**src/rtl/bram_fifo_pkg.sv**
```systemverilog
// Shared defaults and width derivations for the block-RAM backed FIFO controller.
package bram_fifo_pkg;

  localparam int unsigned DefaultWidth = 16;
  localparam int unsigned DefaultDepth = 1024;

  // Pointer carries one extra wrap bit above the RAM address.
  function automatic int unsigned ptr_width(input int unsigned depth);
    return $clog2(depth) + 1;
  endfunction

  // Count must reach DEPTH plus the two output-buffer entries.
  function automatic int unsigned cnt_width(input int unsigned depth);
    return $clog2(depth) + 2;
  endfunction

endpackage

```
**src/rtl/bram_fifo_ctrl_out_skid_buf.sv**
```systemverilog
// Two-entry output buffer fed by RAM read data; entry 0 always holds the oldest word.
module out_skid_buf
  import bram_fifo_pkg::*;
#(
  parameter int unsigned WIDTH = DefaultWidth
) (
  input  logic             clk,
  input  logic             rst_n,
  input  logic             push,
  input  logic [WIDTH-1:0] push_data,
  input  logic             pop,
  output logic             valid,
  output logic [WIDTH-1:0] data,
  output logic [1:0]       entries
);

  logic [WIDTH-1:0] ent0_q, ent0_d;
  logic [WIDTH-1:0] ent1_q, ent1_d;
  logic [1:0]       cnt_q, cnt_d;
  logic             pop_ok;

  assign pop_ok = pop && (cnt_q != 2'd0);

  always_comb begin
    ent0_d = ent0_q;
    ent1_d = ent1_q;
    cnt_d  = cnt_q;
    unique case ({push, pop_ok})
      2'b10: begin
        if (cnt_q == 2'd0) ent0_d = push_data;
        else               ent1_d = push_data;
        cnt_d = cnt_q + 2'd1;
      end
      2'b01: begin
        ent0_d = ent1_q;
        cnt_d  = cnt_q - 2'd1;
      end
      2'b11: begin
        if (cnt_q == 2'd1) begin
          ent0_d = push_data;
        end else begin
          ent0_d = ent1_q;
          ent1_d = push_data;
        end
      end
      default: ;
    endcase
  end

  always_ff @(posedge clk or negedge rst_n) begin
    if (!rst_n) begin
      ent0_q <= '0;
      ent1_q <= '0;
      cnt_q  <= 2'd0;
    end else begin
      ent0_q <= ent0_d;
      ent1_q <= ent1_d;
      cnt_q  <= cnt_d;
    end
  end

  assign valid   = (cnt_q != 2'd0);
  assign data    = ent0_q;
  assign entries = cnt_q;

endmodule

```
**src/rtl/bram_fifo_ctrl.sv**
```systemverilog
// FIFO controller around an external dual-port block RAM with a 2-entry prefetch buffer
// so the read side sees one word per clock despite the RAM's one-cycle read latency.
module bram_fifo_ctrl
  import bram_fifo_pkg::*;
#(
  parameter int unsigned WIDTH = DefaultWidth,
  parameter int unsigned DEPTH = DefaultDepth
) (
  input  logic                     clk,
  input  logic                     rst_n,
  input  logic                     s_valid,
  output logic                     s_ready,
  input  logic [WIDTH-1:0]         s_data,
  output logic                     m_valid,
  input  logic                     m_ready,
  output logic [WIDTH-1:0]         m_data,
  output logic [$clog2(DEPTH)+1:0] count,
  output logic                     ram_we_a,
  output logic [$clog2(DEPTH)-1:0] ram_addr_a,
  output logic [WIDTH-1:0]         ram_din_a,
  output logic                     ram_re_b,
  output logic [$clog2(DEPTH)-1:0] ram_addr_b,
  input  logic [WIDTH-1:0]         ram_dout_b
);

  localparam int unsigned AddrW = $clog2(DEPTH);
  localparam int unsigned PtrW  = ptr_width(DEPTH);
  localparam int unsigned CntW  = cnt_width(DEPTH);

  logic [PtrW-1:0] wr_ptr_q, wr_ptr_d;
  logic [PtrW-1:0] rd_ptr_q, rd_ptr_d;
  logic [CntW-1:0] count_q, count_d;
  logic            inflight_q;
  logic            armed_q;
  logic [PtrW-1:0] occ;
  logic            ram_full;
  logic            pop;
  logic [1:0]      buf_entries;
  logic [1:0]      pend;

  assign occ      = wr_ptr_q - rd_ptr_q;
  assign ram_full = (occ == PtrW'(DEPTH));

  // armed_q holds s_ready low through reset and sets on the first edge after release.
  assign s_ready  = armed_q && !ram_full;
  assign ram_we_a = s_valid && s_ready;
  assign ram_din_a  = s_data;
  assign ram_addr_a = wr_ptr_q[AddrW-1:0];

  assign pop  = m_valid && m_ready;
  assign pend = buf_entries + {1'b0, inflight_q};

  // Prefetch while buffered plus in-flight words stay below two, or exactly two with a pop.
  assign ram_re_b   = (occ != '0) && ((pend < 2'd2) || ((pend == 2'd2) && pop));
  assign ram_addr_b = rd_ptr_q[AddrW-1:0];

  always_comb begin
    wr_ptr_d = wr_ptr_q + PtrW'(ram_we_a);
    rd_ptr_d = rd_ptr_q + PtrW'(ram_re_b);
    count_d  = count_q + CntW'(ram_we_a) - CntW'(pop);
  end

  always_ff @(posedge clk or negedge rst_n) begin
    if (!rst_n) begin
      wr_ptr_q   <= '0;
      rd_ptr_q   <= '0;
      count_q    <= '0;
      inflight_q <= 1'b0;
      armed_q    <= 1'b0;
    end else begin
      wr_ptr_q   <= wr_ptr_d;
      rd_ptr_q   <= rd_ptr_d;
      count_q    <= count_d;
      inflight_q <= ram_re_b;
      armed_q    <= 1'b1;
    end
  end

  assign count = count_q;

  out_skid_buf #(
    .WIDTH (WIDTH)
  ) u_out_buf (
    .clk       (clk),
    .rst_n     (rst_n),
    .push      (inflight_q),
    .push_data (ram_dout_b),
    .pop       (pop),
    .valid     (m_valid),
    .data      (m_data),
    .entries   (buf_entries)
  );

endmodule

```
**config.mk**
```make
export PLATFORM = sky130hd
export DESIGN_NAME = bram_fifo_ctrl
export DESIGN_NICKNAME = d
export VERILOG_FILES = /design/src/rtl/bram_fifo_pkg.sv /design/src/rtl/bram_fifo_ctrl_out_skid_buf.sv /design/src/rtl/bram_fifo_ctrl.sv
export SDC_FILE = /design/constraint.sdc
export NUM_CORES = 1
export LEC_CHECK = 0
export CAP_MARGIN = 10
export CORE_UTILIZATION = 45
export CTS_CLUSTER_SIZE = 16
export DETAILED_ROUTE_END_ITERATION = 10
export PLACE_DENSITY = 0.83
export SLEW_MARGIN = 20
export SYNTH_ARGS = -nofsm -noshare
export SYNTH_HDL_FRONTEND = slang
export SYNTH_HIERARCHICAL = 1
export SYNTH_SLANG_ARGS = --single-unit
```
**constraint.sdc**
```tcl
create_clock -name clk -period 4.5 [get_ports clk]
set_input_delay 0.675 -clock clk [delete_from_list [all_inputs] [get_ports clk]]
set_output_delay 0.675 -clock clk [all_outputs]
set_load 0.01 [all_outputs]
```
Yosys cells after proc, flatten, opt, wreduce, memory -nomap -nowiden
Cells that the tools add are included.
{"block": "totals", "input_bits": 36, "output_inout_bits": 68, "elab_cells": 49, "ff_bits": 70}
{"block": "op_classes", "n_addsub": 8, "n_mux": 7, "n_reduce_logical": 16, "n_lt_le_gt_ge": 1, "eq_ne": 9}
{"op": "two-way mux 16 bit", "count": 4}
{"op": "case mux 16 bit (3 select lines)", "count": 1}
{"op": "case mux 16 bit (2 select lines)", "count": 1}
{"op": "adder 11 x 1 -> 11 bit", "count": 2}
{"op": "adder 12 x 1 -> 12 bit", "count": 1}
{"op": "subtractor 12 x 1 -> 12 bit", "count": 1}
{"op": "equality test 11 bit (second input constant)", "count": 1}
{"op": "nonzero test 11 bit", "count": 1}
{"op": "subtractor 11 bit", "count": 1}
{"op": "equality test 2 bit (second input constant)", "count": 3}
{"op": "logical AND 1 bit", "count": 6}
{"op": "nonzero test 2 bit", "count": 3}
{"op": "equality test 2 x 1 -> 1 bit (second input constant)", "count": 2}
{"op": "!= test 2 bit (second input constant)", "count": 2}
{"op": "case mux 2 bit (2 select lines)", "count": 1}
{"op": "AND reduction 3 bit", "count": 1}
{"op": "nonzero test 3 bit", "count": 1}
{"op": "adder 2 x 1 -> 2 bit", "count": 1}
{"op": "adder 2 x 1 -> 2 bit (second input constant)", "count": 1}
{"op": "zero test 2 bit", "count": 1}
{"op": "< comparator 2 bit (second input constant)", "count": 1}
{"op": "!= test 2 x 1 -> 1 bit (second input constant)", "count": 1}
{"op": "AND reduction 2 bit", "count": 1}
{"op": "subtractor 2 x 1 -> 2 bit (second input constant)", "count": 1}
{"op": "2 further kinds", "count": 2}

Longest topological paths before layout
{"block": "logic_depth", "depth_word": 7, "depth_mapped": 19, "depth_no_buf": 18}

By module
The synthesis kept the hierarchy.
{"mod": "bram_fifo_ctrl", "seq_area_each_um2": 900.9, "cells_each": 292, "area_per_inst_um2": 2678.8, "instances": 1}
{"mod": "out_skid_buf", "seq_area_each_um2": 850.8, "cells_each": 150, "area_per_inst_um2": 1662.8, "instances": 1}

Least setup slack after synthesis
No wires, ideal clock.
{"block": "synth_path", "kind": "register to register", "from": "reg wr_ptr_q[5]", "to": "reg count_q[10], in the netlist count[10]", "slack_ps": 330, "stages_incl_launch_ff": 19, "path_buffers": 1, "required_time_ps": 4384, "arrival_ps": 4054, "setup_time_ps": 116, "cell_sequence": "dfrtp_1 ha_1 buf_6 a21o_1 a2111o_1 a221o_1 a211oi_2 o2111a_2 a21o_1 ha_1 inv_1 ha_1 fa_1 a21o_1 a21oi_1 o21ai_0 o41ai_1 nand3_1 o311ai_0"}
{"block": "synth_via", "elab_chain_cells": 7}
{"element": "start, declared", "line_no": "bram_fifo_ctrl.sv:30", "rtl": "logic [PtrW-1:0] wr_ptr_q, wr_ptr_d;"}
{"element": "start signal, assigned", "line_no": "bram_fifo_ctrl.sv:71", "rtl": "wr_ptr_q <= wr_ptr_d;"}
{"element": "subtractor 11 bit", "line_no": "bram_fifo_ctrl.sv:41", "rtl": "assign occ = wr_ptr_q - rd_ptr_q;"}
{"element": "equality test 11 bit", "line_no": "bram_fifo_ctrl.sv:42", "rtl": "assign ram_full = (occ == PtrW'(DEPTH));"}
{"element": "zero test 1 bit", "line_no": "bram_fifo_ctrl.sv:45", "rtl": "assign s_ready = armed_q && !ram_full;"}
{"element": "logical AND 1 bit", "line_no": "bram_fifo_ctrl.sv:45"}
{"element": "logical AND 1 bit", "line_no": "bram_fifo_ctrl.sv:46", "rtl": "assign ram_we_a = s_valid && s_ready;"}
{"element": "adder 12 x 1 -> 12 bit", "line_no": "bram_fifo_ctrl.sv:60", "rtl": "count_d = count_q + CntW'(ram_we_a) - CntW'(pop);"}
{"element": "subtractor 12 x 1 -> 12 bit", "line_no": "bram_fifo_ctrl.sv:60"}
{"element": "via count_d[10]", "line_no": "bram_fifo_ctrl.sv:32", "rtl": "logic [CntW-1:0] count_q, count_d;"}
{"element": "end signal, assigned", "line_no": "bram_fifo_ctrl.sv:73", "rtl": "count_q <= count_d;"}
{"element": "end, declared", "line_no": "bram_fifo_ctrl.sv:32"}
The timed path passes the listed nets, and every way through them passes these cells.
A chain may end at the register's enable or synchronous reset.

Final worst setup path
{"block": "layout_path", "from": "reg rd_ptr_q[7]", "to": "reg count_q[10], in the netlist count[10]"}
{"block": "layout_via", "elab_chain_cells": 7}
{"element": "start, declared", "line_no": "bram_fifo_ctrl.sv:31", "rtl": "logic [PtrW-1:0] rd_ptr_q, rd_ptr_d;"}
{"element": "start signal, assigned", "line_no": "bram_fifo_ctrl.sv:72", "rtl": "rd_ptr_q <= rd_ptr_d;"}
{"element": "subtractor 11 bit", "line_no": "bram_fifo_ctrl.sv:41"}
{"element": "equality test 11 bit", "line_no": "bram_fifo_ctrl.sv:42"}
{"element": "zero test 1 bit", "line_no": "bram_fifo_ctrl.sv:45"}
{"element": "logical AND 1 bit", "line_no": "bram_fifo_ctrl.sv:45"}
{"element": "logical AND 1 bit", "line_no": "bram_fifo_ctrl.sv:46"}
{"element": "adder 12 x 1 -> 12 bit", "line_no": "bram_fifo_ctrl.sv:60"}
{"element": "subtractor 12 x 1 -> 12 bit", "line_no": "bram_fifo_ctrl.sv:60"}
{"element": "via count_d[10]", "line_no": "bram_fifo_ctrl.sv:32"}
The timed path passes the listed nets, and every way through them passes these cells.

==> results.py <==
metrics = {
    "status": {
        "status": "finished, final reports clean",
    },
    "clocking": {
        "holdBufCountCts": 0,
        "tritoncts": "yes",
        "clk-insertion-delay-late_ns": 0.35,
        "clock_path_buffers": 2,
        "cts_buffers": 9,
        "cts-root-buf": "clkbuf_8",
        "clk_pin_slew_ns": 0.09,
        "cts_setup_buffers": 0,
        "cts_sinks": 70,
        "cts.repair.resized": 0,
        "htreeDepth": 3,
    },
    "worst_setup_path": {
        "critPathRequiredTime_ns": 4.73,
        "r2r_cells": 19,
        "r2r-start": "rd_ptr_q[7]$_DFF_PN0_",
        "crit_type": "reg2reg",
        "timing.rr.end": "count[10]$_DFF_PN0_",
        "cp_max_fo": 8,
        "start_kind": "register",
        "endpoint_kind": "register",
        "r2r_setup_slack_ns": 0.26,
        "critPathMostFrequentCell": "ha_1",
        "cpPeakStageDelay_ns": 0.41,
        "path_cells": "inv_1 -> ha_1 -> nor3b_1 -> a2111o_1 -> a221o_1 -> a211oi_2 -> o2111a_2 -> a21o_1 -> ha_1 -> inv_1 -> ha_1 -> fa_1 -> a21o_1 -> a21oi_2 -> o21ai_0 -> o41ai_1 -> buf_4 -> nand3_1 -> o311ai_0",
        "arrival_ns": 4.47,
        "cp_slowest_cell": "dfrtp_1",
        "cp-startpoint": "rd_ptr_q[7]$_DFF_PN0_",
    },
    "min_path": {
        "hold_path.class": "in2async",
    },
    "sta": {
        "worst_slew_pin_slew_ns": 0.973,
        "tns_ns": 0,
        "setup_ws_ns": 0.257,
        "finalHoldViolations": 0,
        "slew_violations": 0,
        "grt_setup_unrepaired": "no",
        "setup_violations": 0,
        "period_share_pct": 94.3,
        "fmaxAchievable_mhz": 236,
        "fin_skew_ns": 0.0177,
        "min_period_ns": 4.24,
        "slew_headroom_pct": 35.2,
    },
    "synthesis": {
        "synthXorXnorAreaFrac_pct": 6.25,
        "synth_flop_cell": "dfrtp_1",
        "netlist_area_um2": 4340,
        "synth_top_family_by_area": "compound AO/OA/AOI/OAI gates",
        "postSynthCellCount": 442,
        "synth_seq_area_share_pct": 40.3,
        "syn_area_per_cell_um2": 9.82,
        "synth_nets": 513,
        "synth_fa_ha_area_share_pct": 10.3,
        "ys_types": 52,
        "synth-compound-area-share_pct": 14.2,
        "ys_warn_count": 6,
        "muxShareOfSynthArea_pct": 5.50,
        "ys_ff_latch": 70,
        "synthArstFlopShare_pct": 100,
        "synth-edff-count": 0,
        "synth_simple_gate_area_share_pct": 12.4,
    },
    "die": {
        "die_h_um": 100,
        "rows": 35,
        "fp.dieW_um": 100,
        "ioPinCount": 104,
        "start_util_pct": 46.8,
        "coreArea_um2": 9280,
        "die-area_um2": 10000,
    },
    "power_and_ir_drop": {
        "p_leak_nw": 2.29,
        "power.density_nw_per_um2": 835,
        "vdd_drop_max_mv": 0.516,
    },
    "placement": {
        "place_ws_ns": 0.129,
        "dp_hpwl_um": 6790,
        "place.gp.congestion": 0.908,
        "dp_cells": 600,
        "port-buffer-count": 71,
    },
    "layout": {
        "fin_nets": 553,
        "final_util_pct": 55.4,
        "drive_above_1_share_pct": 9.86,
        "syn_to_final_growth_pct": 18.5,
        "final_common_cell": "clkdlybuf4s50_1",
        "mostFrequentLayoutCells": "clkdlybuf4s50_1 (70), dfrtp_1 (69), inv_1 (35)",
        "antennaDiodeCount": 0,
        "instances_no_fill": 616,
    },
    "route": {
        "vias": 3309,
        "drt_iter0_drc": 218,
        "wirelength_um": 9250,
        "wl_per_cell_um": 15.0,
        "drc": 0,
        "ant_nets": 0,
        "via_per_inst": 5.37,
        "firstDrtPassIters": 4,
    },
    "global_routing": {
        "grt_pass1_wl_um": 15300,
        "track_usage_pct": 19.4,
        "grt_max_degree": 40,
        "gr-total-overflow": 0,
        "antenna_found_initial": 0,
        "grt_pass1_vias": 3284,
    },
    "job": {
        "maxCapViolCount": 0,
    },
}
==> logic make-up after synthesis <==
group | after synthesis
adders and majority gates | 35
xor gates and xnor gates | 31
DFF | 70
buffers and inverters | 81
muxes | 18
AOI/OAI and AO/OA | 94
other | 1
and+or+nand+nor | 112
==> power breakdown <==
| part | total, mW | switching, mW | internal, mW |
|---|---|---|---|
| registers | 1.16 | 0.222 | 0.942 |
| clock network | 0.579 | 0.259 | 0.320 |
| logic | 2.56 | 1.29 | 1.27 |
| total | 4.30 | 1.77 | 2.53 |
==> through the flow <==
| stage | cell area, µm² | total power [mW] | hold slack [ns] |
|---|---|---|---|
| final | 5140 | 4.30 | 0.367 |
| after CTS | 5120 | 4.27 | 0.378 |
| after global routing | 5140 | 4.65 | 0.413 |
| after detailed placement | 4890 | 3.66 | 0.483 |
| after global placement | 4890 | 3.56 | 0.480 |
| after floorplan | 4340 | 2.98 | 0.379 |
==> worst max-delay path by stage <==
stage / to / slack [ns] / cells after the start
after global placement: count[10]$_DFF_PN0_ / 0.27 / 18
after detailed placement: count[10]$_DFF_PN0_ / 0.13 / 19
final: count[10]$_DFF_PN0_ / 0.26 / 19
after global routing: count[10]$_DFF_PN0_ / 0.006 / 19
after floorplan: count[10]$_DFF_PN0_ / 0.33 / 18
after CTS: count[10]$_DFF_PN0_ / 0.11 / 19
==> metal layers <==
layer | vias up | part of all wire, % | wire length (µm) | track usage (%)
met5 | - | 0 | 0 | 0
met2 | 118 | 46 | 4270 | 31.0
met3 | 17 | 6.2 | 571 | 4.46
met1 | 1581 | 46 | 4270 | 25.0
met4 | 0 | 1.4 | 132 | 8.70
li1 | 1593 | - | - | -
==> final cells by class <==
cell class / instances / area (µm²)
multi-input combinational: 291 / 2140
clock buffer: 9 / 124
sequential: 70 / 1750
inverter: 35 / 131
timing repair buffer: 75 / 736
tap: 129 / 161
clock inverter: 7 / 104
fill: 816 / 4140
==> state kept, by name, summed over array words and instances, names as in the netlist <==
register           cells
armed_q                1
count                 12
inflight_q             1
rd_ptr_q              11
u_out_buf/data        16
u_out_buf/ent1_q      16
u_out_buf/entries      2
wr_ptr_q              11
==> synthesized netlist by cell type (2+ instances only) <==
cell | n | share of area, %
dfrtp_1 | 70 | 40
buf_4 | 37 | 6.4
inv_1 | 35 | 3.0
ha_1 | 34 | 9.8
nand3_1 | 32 | 3.7
nor2_1 | 29 | 2.5
o21ai_0 | 26 | 3.0
xnor2_1 | 22 | 4.4
nand2_1 | 19 | 1.6
a31oi_1 | 17 | 2.4
a21oi_1 | 14 | 1.6
mux2_4 | 10 | 3.5
nor3_1 | 9 | 1.0
xor2_1 | 9 | 1.8
a21o_1 | 8 | 1.4
mux2_2 | 7 | 1.8
nor2b_1 | 7 | 1.0
and3_1 | 4 | 0.58
nand2b_1 | 4 | 0.58
clkbuf_1 | 3 | 0.26
o211ai_1 | 3 | 0.52
o21a_1 | 3 | 0.52
o21bai_1 | 3 | 0.52
a211o_1 | 2 | 0.40
a211oi_1 | 2 | 0.35
buf_2 | 2 | 0.23
buf_6 | 2 | 0.52
nor4_1 | 2 | 0.29
o2111ai_1 | 2 | 0.40
o41ai_1 | 2 | 0.40
or2b_1 | 2 | 0.35
==> critical path, delay by kind of cell, from the launching register on <==
family / cells / cell delay (ns)
buf+inv: 3 / 0.30
flops: 1 / 0.41
simple gates: 2 / 0.25
compound gates: 10 / 2.10
fa+ha+maj: 4 / 1.09
Power figures use the tool's default switching activity.
